$ cat src/rtl/pe_traffic_gen.sv
// pe_traffic_gen: per-node synthetic traffic source feeding one local
// injection port. Bernoulli injection under i_rate, LFSR-random
// destinations, a small source FIFO drained under the network enable, and
// counters for throughput/latency measurement.
//
// Ports
//   clk, reset     clock, synchronous active-high reset
//   i_enable       start/continue generation
//   i_rate         per-cycle injection probability = i_rate/256
//   i_pkt_limit    packets to generate per run (0 = unlimited)
//   i_en           network local-port ready
//   o_data_val     head packet valid (registered, independent of i_en)
//   o_source       head packet source (= NODE_ID)
//   o_dest         head packet destination (never NODE_ID)
//   o_seq          head packet sequence number
//   o_timestamp    head packet generation cycle
//   o_gen_count    packets generated this run
//   o_sent_count   packets accepted by the network this run
//   o_drop_count   packets discarded on a full FIFO this run
//   o_done         run complete; held until the next run starts
module pe_traffic_gen #(
  parameter int unsigned NODE_ID    = 0,
  parameter int unsigned NODES      = 16,
  parameter int unsigned FIFO_DEPTH = 4,
  parameter int unsigned SEQ_W      = 8,
  parameter int unsigned TS_W       = 16,
  parameter logic [15:0] LFSR_SEED  = 16'hACE1
) (
  input  logic                     clk,
  input  logic                     reset,
  input  logic                     i_enable,
  input  logic [7:0]               i_rate,
  input  logic [15:0]              i_pkt_limit,
  input  logic                     i_en,
  output logic                     o_data_val,
  output logic [$clog2(NODES)-1:0] o_source,
  output logic [$clog2(NODES)-1:0] o_dest,
  output logic [SEQ_W-1:0]         o_seq,
  output logic [TS_W-1:0]          o_timestamp,
  output logic [15:0]              o_gen_count,
  output logic [15:0]              o_sent_count,
  output logic [15:0]              o_drop_count,
  output logic                     o_done
);

  localparam int unsigned NODE_W    = $clog2(NODES);
  localparam int unsigned PTR_W     = $clog2(FIFO_DEPTH);
  localparam int unsigned CNT_W     = PTR_W + 1;
  localparam logic [15:0] LFSR_TAPS = 16'hB400;

  typedef enum logic [1:0] {
    ST_IDLE,
    ST_RUN,
    ST_DRAIN,
    ST_DONE
  } state_t;

  state_t state_q;
  state_t state_d;

  logic [15:0]       lfsr_q;
  logic [15:0]       lfsr_next;
  logic [TS_W-1:0]   cycle_q;
  logic [SEQ_W-1:0]  seq_q;

  // FIFO storage; the source field is constant so it is not stored
  logic [NODE_W-1:0] mem_dest [FIFO_DEPTH];
  logic [SEQ_W-1:0]  mem_seq  [FIFO_DEPTH];
  logic [TS_W-1:0]   mem_ts   [FIFO_DEPTH];
  logic [PTR_W-1:0]  wr_ptr_q;
  logic [PTR_W-1:0]  rd_ptr_q;
  logic [PTR_W-1:0]  rd_ptr_d;
  logic [CNT_W-1:0]  count_q;
  logic [CNT_W-1:0]  count_d;
  logic [CNT_W-1:0]  remain_cnt;

  // Control decoded by the FSM
  logic              start;
  logic              lfsr_adv;
  logic              gen;
  logic              limit_hit;
  logic [15:0]       gen_count_inc;

  // FIFO handshake
  logic              full;
  logic              pop;
  logic              push;
  logic              drop;

  // Generated packet and next head
  logic [NODE_W-1:0] dest_raw;
  logic [NODE_W-1:0] pkt_dest;
  logic [NODE_W-1:0] head_dest_d;
  logic [SEQ_W-1:0]  head_seq_d;
  logic [TS_W-1:0]   head_ts_d;

  // Galois LFSR step and destination derivation with self-remap
  always_comb begin
    lfsr_next = {1'b0, lfsr_q[15:1]} ^ (lfsr_q[0] ? LFSR_TAPS : 16'h0000);
    dest_raw  = NODE_W'(32'(lfsr_q[15:8]) % NODES);
    pkt_dest  = dest_raw;
    if (dest_raw == NODE_W'(NODE_ID)) begin
      pkt_dest = NODE_W'((NODE_ID + 1) % NODES);
    end
  end

  // FIFO status; a pop frees the slot a same-cycle push needs
  always_comb begin
    full = (count_q == CNT_W'(FIFO_DEPTH));
    pop  = o_data_val & i_en;
    push = gen & (~full | pop);
    drop = gen & full & ~pop;
  end

  // Next-state and run control
  always_comb begin
    state_d       = state_q;
    start         = 1'b0;
    lfsr_adv      = 1'b0;
    gen           = 1'b0;
    limit_hit     = 1'b0;
    gen_count_inc = o_gen_count + 16'd1;
    case (state_q)
      ST_IDLE: begin
        if (i_enable) begin
          state_d = ST_RUN;
          start   = 1'b1;
        end
      end
      ST_RUN: begin
        lfsr_adv  = 1'b1;
        gen       = (lfsr_q[7:0] < i_rate);
        limit_hit = gen && (i_pkt_limit != 16'd0) && (gen_count_inc == i_pkt_limit);
        if (!i_enable || limit_hit) begin
          state_d = ST_DRAIN;
        end
      end
      ST_DRAIN: begin
        if (count_q == '0) begin
          state_d = ST_DONE;
        end
      end
      ST_DONE: begin
        if (!i_enable) begin
          state_d = ST_IDLE;
        end
      end
      default: state_d = ST_IDLE;
    endcase
  end

  // FIFO pointer/occupancy update and next head selection
  always_comb begin
    rd_ptr_d   = pop ? (rd_ptr_q + PTR_W'(1)) : rd_ptr_q;
    remain_cnt = count_q - CNT_W'(pop);
    count_d    = count_q;
    case ({push, pop})
      2'b10:   count_d = count_q + CNT_W'(1);
      2'b01:   count_d = count_q - CNT_W'(1);
      default: count_d = count_q;
    endcase
    // With nothing left after the pop, the head is the packet being pushed
    if (remain_cnt == '0) begin
      head_dest_d = pkt_dest;
      head_seq_d  = seq_q;
      head_ts_d   = cycle_q;
    end else begin
      head_dest_d = mem_dest[rd_ptr_d];
      head_seq_d  = mem_seq[rd_ptr_d];
      head_ts_d   = mem_ts[rd_ptr_d];
    end
  end

  // FSM state register
  always_ff @(posedge clk) begin
    if (reset) begin
      state_q <= ST_IDLE;
    end else begin
      state_q <= state_d;
    end
  end

  // LFSR, cycle counter and sequence number
  always_ff @(posedge clk) begin
    if (reset) begin
      lfsr_q  <= LFSR_SEED;
      cycle_q <= '0;
      seq_q   <= '0;
    end else begin
      cycle_q <= cycle_q + TS_W'(1);
      if (lfsr_adv) begin
        lfsr_q <= lfsr_next;
      end
      if (start) begin
        seq_q <= '0;
      end else if (gen) begin
        seq_q <= seq_q + SEQ_W'(1);
      end
    end
  end

  // FIFO storage writes (data only, no reset needed)
  always_ff @(posedge clk) begin
    if (push) begin
      mem_dest[wr_ptr_q] <= pkt_dest;
      mem_seq[wr_ptr_q]  <= seq_q;
      mem_ts[wr_ptr_q]   <= cycle_q;
    end
  end

  // FIFO pointers and occupancy
  always_ff @(posedge clk) begin
    if (reset) begin
      wr_ptr_q <= '0;
      rd_ptr_q <= '0;
      count_q  <= '0;
    end else begin
      if (push) begin
        wr_ptr_q <= wr_ptr_q + PTR_W'(1);
      end
      rd_ptr_q <= rd_ptr_d;
      count_q  <= count_d;
    end
  end

  // Registered head presentation; fields hold while the FIFO is empty
  always_ff @(posedge clk) begin
    if (reset) begin
      o_data_val  <= 1'b0;
      o_source    <= '0;
      o_dest      <= '0;
      o_seq       <= '0;
      o_timestamp <= '0;
    end else begin
      o_data_val <= (count_d != '0);
      if (count_d != '0) begin
        o_source    <= NODE_W'(NODE_ID);
        o_dest      <= head_dest_d;
        o_seq       <= head_seq_d;
        o_timestamp <= head_ts_d;
      end
    end
  end

  // Run statistics and completion flag
  always_ff @(posedge clk) begin
    if (reset) begin
      o_gen_count  <= '0;
      o_sent_count <= '0;
      o_drop_count <= '0;
      o_done       <= 1'b0;
    end else if (start) begin
      o_gen_count  <= '0;
      o_sent_count <= '0;
      o_drop_count <= '0;
      o_done       <= 1'b0;
    end else begin
      if (gen) begin
        o_gen_count <= gen_count_inc;
      end
      if (pop) begin
        o_sent_count <= o_sent_count + 16'd1;
      end
      if (drop) begin
        o_drop_count <= o_drop_count + 16'd1;
      end
      if (state_d == ST_DONE) begin
        o_done <= 1'b1;
      end
    end
  end

endmodule

$ cat config.mk
export PLATFORM = sky130hd
export DESIGN_NAME = pe_traffic_gen
export DESIGN_NICKNAME = d
export VERILOG_FILES = /design/src/rtl/pe_traffic_gen.sv
export SDC_FILE = /design/constraint.sdc
export NUM_CORES = 1
export LEC_CHECK = 0
export CORE_UTILIZATION = 51
export DETAILED_ROUTE_END_ITERATION = 16
export PLACE_DENSITY = 0.72
export RECOVER_POWER = 100
export SYNTH_ARGS = -nofsm -noshare
export SYNTH_HDL_FRONTEND = slang
export SYNTH_SLANG_ARGS = --single-unit
$ cat constraint.sdc
create_clock -name clk -period 7.5 [get_ports clk]
set_input_delay 2.25 -clock clk [delete_from_list [all_inputs] [get_ports clk]]
set_output_delay 2.25 -clock clk [all_outputs]
set_load 0.1 [all_outputs]
# After elaboration in Yosys (flattened, before gate mapping)

Memory sizes are Yosys's and may differ from the RTL's.
Index checks and enable logic that the tools add are counted.

Order comparisons: 1
Eq/ne operators: 8
Muxes and demuxes: 18
Bitwise gates (word level): 8
Reduce and logical (&&, ||, !) cells: 11
Add/subtract/negate cells: 10

Operator list:

| kind                                                                   | number |
|---|---|
| 16-bit by 1-bit adder with 16-bit output (second input constant)       | 4 |
| 16-bit two-way mux                                                     | 2 |
| 16-bit equality test                                                   | 1 |
| 16-bit nonzero test                                                    | 1 |
| 15-bit by 16-bit XOR with 16-bit output                                | 1 |
| 2-bit two-way mux                                                      | 5 |
| 8-bit by 1-bit adder with 8-bit output (second input constant)         | 1 |
| 2-bit equality test (second input constant)                            | 4 |
| 8-bit < comparator                                                     | 1 |
| 4-bit two-way mux                                                      | 2 |
| 8-bit two-way mux                                                      | 1 |
| 2-bit one-hot mux with 4 select lines                                  | 1 |
| 3-bit logical NOT                                                      | 2 |
| 1-bit two-way mux                                                      | 6 |
| 3-bit one-hot mux with 2 select lines                                  | 1 |
| 2-bit by 1-bit adder with 2-bit output (second input constant)         | 2 |
| 1-bit bitwise AND                                                      | 4 |
| 2-bit by 1-bit equality test with 1-bit output (second input constant) | 2 |
| 4-bit logical NOT                                                      | 1 |
| 3-bit by 1-bit adder with 3-bit output (second input constant)         | 1 |
| 3-bit equality test (second input constant)                            | 1 |
| 3-bit nonzero test                                                     | 1 |
| 3-bit by 1-bit subtractor with 3-bit output                            | 1 |
| 3-bit by 1-bit subtractor with 3-bit output (second input constant)    | 1 |
| 7 further kinds                                                        | 9 |

Memories: 3
Register bits after elaboration: 127
Word-level logic and storage cells: 74
Output and inout bits: 82
RAM bits: 112

Memories:

| name     | depth | bits a word | rd ports | clocked after Yosys merged registers in | wr ports | RTL line | source |
|---|---|---|---|---|---|---|---|
| mem_ts   | 4     | 16          | 1        | 0                                       | 1        | 69       | `logic [TS_W-1:0] mem_ts [FIFO_DEPTH];` |
| mem_seq  | 4     | 8           | 1        | 0                                       | 1        | 68       | `logic [SEQ_W-1:0] mem_seq [FIFO_DEPTH];` |
| mem_dest | 4     | 4           | 1        | 0                                       | 1        | 67       | `logic [NODE_W-1:0] mem_dest [FIFO_DEPTH];` |

# Logic depth before layout (Yosys ltp)

Depth after elaboration: 7
Gate-level depth with buffers: 14
Depth with buffers taken out: 12

# Worst setup path before layout

Ideal clock, no wire load.

Path type: input -> register
Start: input i_rate[4]
End: register o_dest[0]
Buffers on the path: 2
Data arrival time: 5.256 ns
Slack: 2.123 ns
Stages on the path: 13
Cell sequence: inv_1 ha_1 o211a_1 a211oi_1 o31ai_1 nand2_1 fa_1 or3_1 mux2_4 o211ai_2 buf_6 buf_6 mux2_4

Cells in the longest elaborated chain, start to end: 6
Elaborated cells between the ends (all ways): 7
Those cells by class: order compare: 1; eq/ne: 2; mux: 2; bitwise: 1; reduce/logical: 1

Ends and longest elaborated chain:

| item                                                                                  | RTL line | source |
|---|---|---|
| start: declaration                                                                    | 32       | `input logic [7:0] i_rate,` |
| 8-bit < comparator *                                                                  | 132      | `gen = (lfsr_q[7:0] < i_rate);` |
| 1-bit two-way mux *                                                                   | 123      | `case (state_q)` |
| 1-bit bitwise AND *                                                                   | 111      | `push = gen & (~full \| pop);` |
| 2-bit by 1-bit equality test with 1-bit output or 2-bit equality test (tied branches) | 157      | `case ({push, pop})` |
| 3-bit one-hot mux with 2 select lines *                                               | 157      |  |
| 3-bit nonzero test *                                                                  | 236      | `if (count_d != '0) begin` |
| end signal: assignment                                                                | 238      | `o_dest <= head_dest_d;` |
| end: declaration                                                                      | 37       | `output logic [$clog2(NODES)-1:0] o_dest,` |

Mark *: on every way between the ends. The rest lies on a longest branch, timed or not.
A chain may end at the register's enable or synchronous reset.

# Final worst setup path

Start: input i_rate[2]
End: memory mem_seq[1][0] (enable)

Cells in the longest elaborated chain, start to end: 5

Ends and longest elaborated chain:

| item                                    | RTL line | source |
|---|---|---|
| 8-bit < comparator                      | 132      |  |
| 1-bit two-way mux                       | 123      |  |
| 1-bit bitwise AND                       | 111      |  |
| 1-bit two-way mux                       | 204      | `if (push) begin` |
| 1-bit two-way mux (not written as such) | 206      | `mem_seq[wr_ptr_q] <= seq_q;` |
| end: declaration                        | 68       |  |

No other way between the ends.

==> results.toml <==
[flow_run]
drv_cap = 6

[final_layout]
final_layout_size_suffix_gt1_frac = 0.0993
diodes = 0
fill_cells = 1625
syn2layout_area_growth_pct = 19.5
final_core_util = 0.624
num-nets-final = 1055

[critical_path]
max_stage_delay_ns = 1.31
crit_path_frequent_cell = "clkbuf_1"
cp.arrival_ns = 6.48
crit_chain = "dlygate4sd3_1, inv_1, ha_1, or4_1, a21oi_1, o31a_1, clkbuf_1, and3_1, clkbuf_1"
endpoint_kind = "flop"
crit_slowest_cell = "clkbuf_1"
rr_worst_depth = 7
crit_required_ns = 7.60
critPathLaunchType = "input port"
crit_type = "input port to flop"
crit_fanout = 28

[clock_network]
cts-root-buf = "clkbuf_16"
cts-htree-levels = 1
cts_tree = "built"
clk_pin_slew_ns = 0.06
cts_inserted_buffers = 24
clock-sinks = 239
ctsResizeCount = 0
cts_max_path_buffers = 3
clkLatencyLatePin_ns = 0.52
cts_setup_buffers = 0
postCtsHoldBufs = 0

[logic_synthesis]
yosysWarnings = 0
netlist_instances = 920
synthesis.area_sq_um = 10600
synth-edff-count = 112
netlist-cell-type-count = 60
synth-async-reset-ratio = 0
synthTopCellsByArea = "edfxtp_1 (32%), dfxtp_1 (24%), mux4_2 (5.7%), nor2_1 (3.4%), xor2_1 (3.1%)"
ys_ff_latch = 239
synth_flop_cell = "dfxtp_1"
postSynthAreaPerCell_sq_um = 11.6
yosysTopAreaCell = "edfxtp_1"
yosysSeqAreaShare = 0.555
netlist.area_leader.share = 0.316

[pwr]
power.internal_uw = 2490
p_sw_frac = 0.296
p_sw_uw = 1050
clock_power_share = 0.373
power_density_nw_per_um2 = 279
max-vdd-ir-drop_mv = 0.157
p_seq_frac = 0.409
p_leak_uw = 0.00477
p_comb_frac = 0.218

[route]
wl_per_cell_um = 16.2
dr_wl_met2_mm = 10.1
topRoutingLayerUsed = "met4"
dr.pass1.iters = 5
wl_mm = 21.0
ant_nets = 0
dr_wl_met3_mm = 1.14
vias = 7069
met1_length_mm = 9.49
drt-initial-drc-count = 328
drc_errors = 0
viasPerCell = 5.45

[grt]
grt_use_total = 0.199
grt_pass1_wl_mm = 34.8
antenna_found_initial = 0
grt_pass1_vias = 6893
grt_max_degree = 62
gr-total-overflow = 0

[sta]
setup_viol = 0
drv_slew = 238
fin_skew_ns = 0.0159
relSlewSlack = -0.778
hold_viol = 0
worst_pin_slew_ns = 2.67
period_minus_slack_ns = 6.38
rsz0062_at_grt = "false"
fmax_mhz = 157
finalCritPeriodShare = 0.851
setup_tns_ns = 0

[placed_design]
io_buffers = 105
gp_congestion = 0.810
dp_hpwl_mm = 13.4

[min_path]
holdPathStages = 2
hp-class = "flop to flop"

[die]
die_h_um = 146
io_pins = 110
core-area_sq_um = 20400
die_area_sq_um = 21400
rows = 52
die_x_um = 146
initial_core_util = 0.522

[run_status]
status = "finished, violations left"
violations = "max-capacitance violations, max-slew violations"
[power groups by stage]
stage	combinational, uW	sequential [uW]	clock, uW
final	772	1450	1320
after detailed placement	805	1480	0
after CTS	809	1450	1350
after global placement	796	1480	0
after global routing	818	1460	1390
after floorplan	397	1720	0
[final cells by class]
cell class | count | area [sq um] | share of cell area
clock inverter | 15 | 218 | 0.0171
inverter | 23 | 86.3 | 0.00680
clock buffer | 29 | 672 | 0.0529
sequential | 239 | 5910 | 0.465
tap | 270 | 338 | 0.0266
multi-input combinational | 607 | 4390 | 0.346
timing repair buffer | 114 | 1090 | 0.0861
[registers in the layout, indices dropped and copies added, names as in the netlist]
name          cells
o_drop_count     16
seq_q             8
o_gen_count      16
o_data_val        1
lfsr_q           16
rd_ptr_q          2
state_q           2
cycle_q          16
o_done            1
o_timestamp      16
mem_dest         16
o_seq             8
mem_ts           64
mem_seq          32
o_sent_count     16
o_dest            4
count_q           3
wr_ptr_q          2
[kinds of logic after synthesis]
group,count (synthesis),synth area share
other cells,1,0.000353
simple gates,330,0.155
buf+inv,77,0.0317
fa+ha+maj,18,0.0219
xor+xnor,72,0.0593
flops,239,0.555
mux,89,0.123
compound gates,94,0.0539
[layout by cell type, fill, tap and decap left out, types with 30 or more instances in the layout]
cell type      Yosys  final
dfxtp_1          127    127
edfxtp_1         112    112
nor2_1            95     95
dlygate4sd3_1      0     79
nand2_1           67     67
a21oi_1           38     39
xor2_1            38     37
nand3_1           34     33
xnor2_1           34     33
nor2b_1           31     31
mux2i_1           30     30
[synthesized netlist by cell type, types with 2 or more instances]
| cell type | instances |
|---|---|
| a211o_1 | 2 |
| a211oi_1 | 4 |
| a21boi_0 | 2 |
| a21o_1 | 3 |
| a21oi_1 | 38 |
| and2_1 | 5 |
| and3_1 | 15 |
| and4_1 | 5 |
| buf_2 | 8 |
| buf_4 | 4 |
| buf_6 | 3 |
| clkbuf_1 | 38 |
| dfxtp_1 | 127 |
| edfxtp_1 | 112 |
| ha_1 | 17 |
| inv_1 | 22 |
| mux2_2 | 21 |
| mux2_4 | 10 |
| mux2i_1 | 30 |
| mux4_2 | 27 |
| nand2_1 | 67 |
| nand2b_1 | 4 |
| nand3_1 | 34 |
| nand3b_1 | 8 |
| nand4_1 | 13 |
| nor2_1 | 95 |
| nor2b_1 | 31 |
| nor3_1 | 14 |
| nor4_1 | 10 |
| o211ai_1 | 2 |
| o21a_1 | 2 |
| o21ai_0 | 23 |
| o31a_1 | 3 |
| o31ai_1 | 3 |
| or3_1 | 20 |
| or3b_2 | 2 |
| or4_1 | 3 |
| xnor2_1 | 34 |
| xor2_1 | 38 |
[per-layer routing]
layer	track usage	vias up
met1	0.269	3417
met4	0.0411	0
met5	0	-
li1	-	3458
met3	0.0372	30
met2	0.333	164
[critical path, delay by kind of cell]
family | cells | cell delay, ns
and+or+nand+nor | 2 | 0.81
adders and majority gates | 1 | 0.20
AOI/OAI and AO/OA | 2 | 0.43
buffers and inverters | 4 | 2.78
[path summary, 6_finish.rpt]
| kind | startpoint | to | slack (ns) |
|---|---|---|---|
| setup / recovery | i_rate[2] | mem_seq[1][0]$_DFFE_PP_ | 1.12 |
| setup reg to reg | lfsr_q[2]$_SDFFE_PP0P_ | mem_seq[1][0]$_DFFE_PP_ | 3.08 |
| hold / removal | lfsr_q[15]$_SDFFE_PP1P_ | lfsr_q[14]$_SDFFE_PP0P_ | 0.47 |
| hold reg to reg | lfsr_q[15]$_SDFFE_PP1P_ | lfsr_q[14]$_SDFFE_PP0P_ | 0.47 |
[through the flow]
step           area (sq um)  setup WS (ns)  hold slack, ns  instances  power (uW)
2_1_floorplan         10600           2.12           0.432        923        2120
3_3_place_gp          11900           1.29           0.454       1253        2280
3_5_place_dp          11900           1.25           0.455       1253        2280
4_1_cts               12800           1.77           0.471       1297        3610
5_1_grt               12700          0.797           0.494       1297        3670
6_report              12700           1.12           0.468       1297        3540
(Power assumes the default switching activity.)
==> edit 1, RTL diff (same settings) <==
Make the reset (`reset`) asynchronous in 5 clocked blocks. Comments in the files are not updated.
--- a/src/rtl/pe_traffic_gen.sv
+++ b/src/rtl/pe_traffic_gen.sv
@@ -172,7 +172,7 @@
   end
 
   // FSM state register
-  always_ff @(posedge clk) begin
+  always_ff @(posedge clk or posedge reset) begin
     if (reset) begin
       state_q <= ST_IDLE;
     end else begin
@@ -181,7 +181,7 @@
   end
 
   // LFSR, cycle counter and sequence number
-  always_ff @(posedge clk) begin
+  always_ff @(posedge clk or posedge reset) begin
     if (reset) begin
       lfsr_q  <= LFSR_SEED;
       cycle_q <= '0;
@@ -209,7 +209,7 @@
   end
 
   // FIFO pointers and occupancy
-  always_ff @(posedge clk) begin
+  always_ff @(posedge clk or posedge reset) begin
     if (reset) begin
       wr_ptr_q <= '0;
       rd_ptr_q <= '0;
@@ -224,7 +224,7 @@
   end
 
   // Registered head presentation; fields hold while the FIFO is empty
-  always_ff @(posedge clk) begin
+  always_ff @(posedge clk or posedge reset) begin
     if (reset) begin
       o_data_val  <= 1'b0;
       o_source    <= '0;
@@ -243,7 +243,7 @@
   end
 
   // Run statistics and completion flag
-  always_ff @(posedge clk) begin
+  always_ff @(posedge clk or posedge reset) begin
     if (reset) begin
       o_gen_count  <= '0;
       o_sent_count <= '0;
Function: differs if reset is asserted again (counterexample within 4 cycles, from zero or initial values and one cycle with reset high); with reset held inactive, the same outputs for 4 cycles.
==> edit 1 against the original RTL <==
- the flow still finishes with violations (capacitance limit, slew limit)
- die area about the same
- area after synthesis about the same
- fmax about the same
- highest routed layer unchanged
- core utilization is essentially flat
- wire length shrank 0.43%
- final area fell by 0.37%
- largest cell class unchanged
- sequential cell count is the same
- setup slack about the same
- first-iteration DRC count increased by 26%
Power is not compared: it rests on default switching activity, and its combinational part moved more than twofold at a synthesized area within 25%.
==> edit 1: results (changes against the original RTL) <==
----------------------------------------------------
[Run]
  Max-capacitance violation count ... 8 (+2)

[Routing]
  Final Routed Wirelength ... 20.9 mm (-0.43%)
  Wire length on met2 ... 10.1 mm (+0.46%)
  Iter 0 DRT Violations ... 414 (+26%)
  Wire length on met1 ... 9.66 mm (+1.7%)
  Vias per cell ... 5.46 (+0.24%)
  Via count ... 6742 (-4.6%)
  First drt pass iteration count ... 4 (-1)

[Yosys]
  Fraction of the mapped netlist area in compound gates ... 6.11% (+0.72 points)
  Xor and xnor fraction of the mapped netlist area ... 6.35% (+0.41 points)
  Proportion of register bits with asynchronous set or reset after synthesis ... 53.1% (+53 points)
  Post-synth top cells ... 119 x sky130_fd_sc_hd__dfrtp_1, 118 x sky130_fd_sc_hd__nand2_1, 112 x sky130_fd_sc_hd__edfxtp_1
  Leading post-synthesis cells by cell area ... sky130_fd_sc_hd__edfxtp_1 32%, sky130_fd_sc_hd__dfrtp_1 28%, sky130_fd_sc_hd__mux4_2 5.9%, sky130_fd_sc_hd__nand2_1 4.2%, sky130_fd_sc_hd__xnor2_1 3.4%
  Share of the yosys chip area belonging to registers ... 61.6% (+6.1 points)
  Cell count after synthesis ... 847 (-7.9%)

[Critical path]
  Flop2flop setup slack ... 2930 ps (-150 ps)
  Worst setup path start ... i_rate[4]
  Delay of the slowest critical-path stage ... 800 ps (-510 ps)
  R2r worst-path depth ... 16 (+9)
  Slowest cell on the critical path ... sky130_fd_sc_hd__clkbuf_2
  Start of the worst register-to-register path ... state_q[0]$_DFF_PP0_
  Highest fanout seen on the critical path ... 57 (+100%)

[Global route]
  Met3 Use GR ... 2.72% (-1.0 points)
  Via count of the first global-routing pass ... 6625 (-3.9%)
  Met2 global-route usage ... 33.1% (-0.19 points)
  GRT met1 Usage ... 28.8% (+1.8 points)

[Cells and area]
  Count of multi-input combinational gates ... 544 (-10%)
  Post-layout nets ... 994 (-5.8%)
  Share of cell area taken by flip-flops and latches ... 51.8% (+5.3 points)
  Relative area of clock buffers and inverters in the final design ... 6.23% (-0.77 points)
  Multi-input logic area ... 3790 um2 (-14%)
  Number of ordinary inverters in the final layout ... 26 (+13%)
  Signal buf overhead ... 8.58% (-0.027 points)
  Number of buffers outside the clock class in the layout ... 112 (-1.8%)

[Hold path]
  Worst min-delay path endpoint ... o_timestamp[5]$_DFFE_PP0P_
  Start point of the worst min-delay path ... o_timestamp[5]$_DFFE_PP0P_

[Placed design]
  Final GP Congestion ... 0.819 (+1.0%)
  Placed instance count ... 1191 (-4.9%)

[Status]
  Failing checks ... capacitance limit, slew limit
  Result of the run ... finished, violations left

[STA]
  Number of slew-limit violations in the final report ... 258 (+8.4%)

----------------------------------------------------
==> edit 1: cell count changes in the layout (fill, tap and decap cells not counted), moves of 13 or more <==
cell and delta:
sky130_fd_sc_hd__a21oi_1 -19, sky130_fd_sc_hd__nor2_1 -36, sky130_fd_sc_hd__nand2_1 +51, sky130_fd_sc_hd__or3_1 -13, sky130_fd_sc_hd__o21ai_0 +39, sky130_fd_sc_hd__nor2b_1 -28
sky130_fd_sc_hd__dfxtp_1 -127, sky130_fd_sc_hd__mux2_2 -21, sky130_fd_sc_hd__dfrtp_1 +119
==> edit 1: power by group <==
group	total, uW	leakage (uW)	switching (uW)	internal (uW)
clock	1170	0.000386	480	693
combinational	2080	0.00222	1450	631
sequential	1760	0.00267	136	1620
==> edit 1: stage by stage <==
stage / setup slack [ps] / hold slack [ps] / total power, uW
floorplan: 1840 / 439 / 3410
global placement: 1320 / 447 / 3870
detailed placement: 1160 / 464 / 3920
CTS: 1660 / 478 / 5100
global route: 715 / 495 / 5270
finish: 1120 / 469 / 5010
==> edit 2, RTL diff (same flow settings) <==
Made on the original files. Set the parameter `TS_W` to 32 (it was 16).
--- a/src/rtl/pe_traffic_gen.sv
+++ b/src/rtl/pe_traffic_gen.sv
@@ -23,7 +23,7 @@
   parameter int unsigned NODES      = 16,
   parameter int unsigned FIFO_DEPTH = 4,
   parameter int unsigned SEQ_W      = 8,
-  parameter int unsigned TS_W       = 16,
+  parameter int unsigned TS_W       = 32,
   parameter logic [15:0] LFSR_SEED  = 16'hACE1
 ) (
   input  logic                     clk,
Interface: changed (resized o_timestamp); port bits go from 110 to 126. No check against the original RTL was run, so the function may have changed too.
==> edit 2 against the original RTL <==
- setup slack better by 22 ps
- critical path type unchanged
- critical endpoint is now mem_ts[3][20]$_DFFE_PP_
- area after synthesis is 32% higher
- clock skew is 0.62 ps higher
- the flow still finishes with violations (capacitance limit, slew limit)
- power is 33% higher
- sequential cell count is 96 higher
- final area is 31% higher
- largest power group unchanged
- register-to-register slack better by 70 ps
- synthesized cell count is 21% higher
- wire length is 30% higher
- core utilization is 0.47 points lower
- die area is 32% higher
==> edit 2: results (changes against the original RTL) <==
----------------------------------------------------
[Status]
  Result of the run ... finished, violations left
  Failing checks ... capacitance limit, slew limit

[Critical path]
  Start of the worst register-to-register path ... lfsr_q[1]$_SDFFE_PP0P_
  Flop2flop setup slack ... 3150 ps (+70 ps)
  Destination of the worst register-to-register timing path ... mem_ts[3][20]$_DFFE_PP_
  Highest fanout seen on the critical path ... 29 (+3.6%)
  Delay of the slowest critical-path stage ... 970 ps (-340 ps)
  Slowest cell on the critical path ... sky130_fd_sc_hd__and2_0

[Global route]
  GRT Total Usage ... 20.0% (+0.13 points)
  Global-route wire length before repair ... 45.0 mm (+29%)
  Via count of the first global-routing pass ... 8545 (+24%)
  Largest net degree at the start of global routing ... 90 (+45%)

[Routing]
  First drt pass iteration count ... 4 (-1)
  Routed length per instance ... 17.3 um (+6.7%)
  Vias per cell ... 5.52 (+1.3%)

[STA]
  Clock skew ... 16.5 ps (+0.616 ps)
  Number of slew-limit violations in the final report ... 194 (-18%)
  Slew at the pin closest to its max-slew limit ... 2410 ps (-253 ps)

[Yosys]
  Proportion of register bits with asynchronous set or reset after synthesis ... 0% (unchanged)
  Post-synth EDFFs ... 176 (+57%)
  Number of different library cells in the post-synthesis netlist ... 54 (-10%)
  Post-synth top cells ... 176 x sky130_fd_sc_hd__edfxtp_1, 159 x sky130_fd_sc_hd__dfxtp_1, 102 x sky130_fd_sc_hd__nor2_1
  Share of the yosys chip area belonging to registers ... 60.3% (+4.8 points)
  Yosys warning count ... 0 (unchanged)
  Leading post-synthesis cells by cell area ... sky130_fd_sc_hd__edfxtp_1 38%, sky130_fd_sc_hd__dfxtp_1 23%, sky130_fd_sc_hd__mux4_2 7.1%, sky130_fd_sc_hd__xnor2_1 3.2%, sky130_fd_sc_hd__xor2_1 3.2%

[Placed design]
  Total of buffers placed on input and output ports ... 121 (+15%)
  HPWL after detailed placement ... 17.1 mm (+28%)
  Final GP Congestion ... 0.822 (+1.4%)
  Placed cell area ... 15600 um2 (+31%)

[Power and ir drop]
  Fraction of power spent switching nets ... 29.1% (-0.56 points)
  Leakage power of the design ... 0.00598 uW (+25%)
  Worst ir drop on vdd ... 0.168 mV (+6.9%)

[Cells and area]
  Fill cell instance count of the final layout ... 2098 (+29%)
  Fraction of final layout cells with drive strength greater than 1 ... 9.81% (-0.12 points)
  Post-layout nets ... 1265 (+20%)
  Largest register FFs ... 128 (+100%)

[Clocking]
  Num CTS Buffers ... 34 (+42%)
  Number of levels in the clock H-tree ... 2 (+1)
  Clock insertion delay at the later pin of the skew report ... 500 ps (-20 ps)

[Run]
  Max-capacitance violation count ... 4 (-2)

----------------------------------------------------
-- edit 2: cell count changes in the layout (fill, tap and decap cells not counted), sizes merged, moves of 13 or more --
cell	unedited run	this run
mux2	32	1
nor2b	31	3
mux4	27	44
xnor2	34	53
dfxtp	127	159
dlygate4sd3	79	95
nand3b	8	51
mux2i	30	43
edfxtp	112	176
xor2	38	51
o31ai	3	44
-- edit 2: logic make-up after synthesis --
family	count (synthesis)	share of synthesized area, %
xor gates and xnor gates	104	6.54
muxes	88	10.2
adders and majority gates	18	1.66
and+or+nand+nor	354	12.7
AOI/OAI and AO/OA	116	5.67
buffers and inverters	93	2.89
other	1	0.0267
DFF	335	60.3
-- edit 2: area by class of cell --
cell class | count | area share, %
clock buffers | 42 | 5.59
clock inverters | 19 | 1.37
inverters | 28 | 0.630
multi-input cells | 684 | 31.3
flip-flops and latches | 335 | 50.7
well taps | 341 | 2.56
repair buffers | 136 | 7.82
-- edit 2: power groups by stage --
stage / clock [uW] / sequential [uW] / combinational (uW)
finish: 1730 / 2020 / 946
global route: 1850 / 2030 / 1010
CTS: 1770 / 2030 / 973
detailed placement: 0 / 2060 / 970
global placement: 0 / 2060 / 959
floorplan: 0 / 2340 / 488
-- edit 2: per-stage QoR --
step           setup slack [ps]  hold slack (ps)  utilization [%]  cells
2_1_floorplan              2220              432                -   1112
3_3_place_gp               1500              445             57.7   1524
3_5_place_dp               1380              448             57.7   1524
4_1_cts                    1840              463             62.0   1585
5_1_grt                     837              477             61.9   1585
6_report                   1140              456             61.9   1585
-- edit 2: metal layers --
| layer | track usage, % | up-vias | routed length (um) |
|---|---|---|---|
| met4 | 5.07 | 0 | 457 |
| met2 | 33.0 | 148 | 13400 |
| li1 | - | 4257 | - |
| met1 | 27.6 | 4310 | 12600 |
| met3 | 3.24 | 35 | 974 |
| met5 | 0 | - | 0 |
-- edit 2: how the worst max path moves through the flow --
| stage | to | cells past startpoint |
|---|---|---|
| global placement | o_timestamp[15]$_SDFFE_PP0P_ | 16 |
| floorplan | o_seq[0]$_SDFFE_PP0P_ | 16 |
| detailed placement | o_timestamp[12]$_SDFFE_PP0P_ | 16 |
| finish | mem_ts[3][20]$_DFFE_PP_ | 9 |
| global route | mem_seq[3][1]$_DFFE_PP_ | 9 |
| CTS | o_seq[3]$_SDFFE_PP0P_ | 16 |
-- edit 2: worst max-delay path, delay by kind of cell --
family                   cells  cell delay, ps
AO/OA/AOI/OAI                2             800
adder cells (fa/ha/maj)      1             200
buffers and inverters        3            1440
AND/OR/NAND/NOR              3            1750
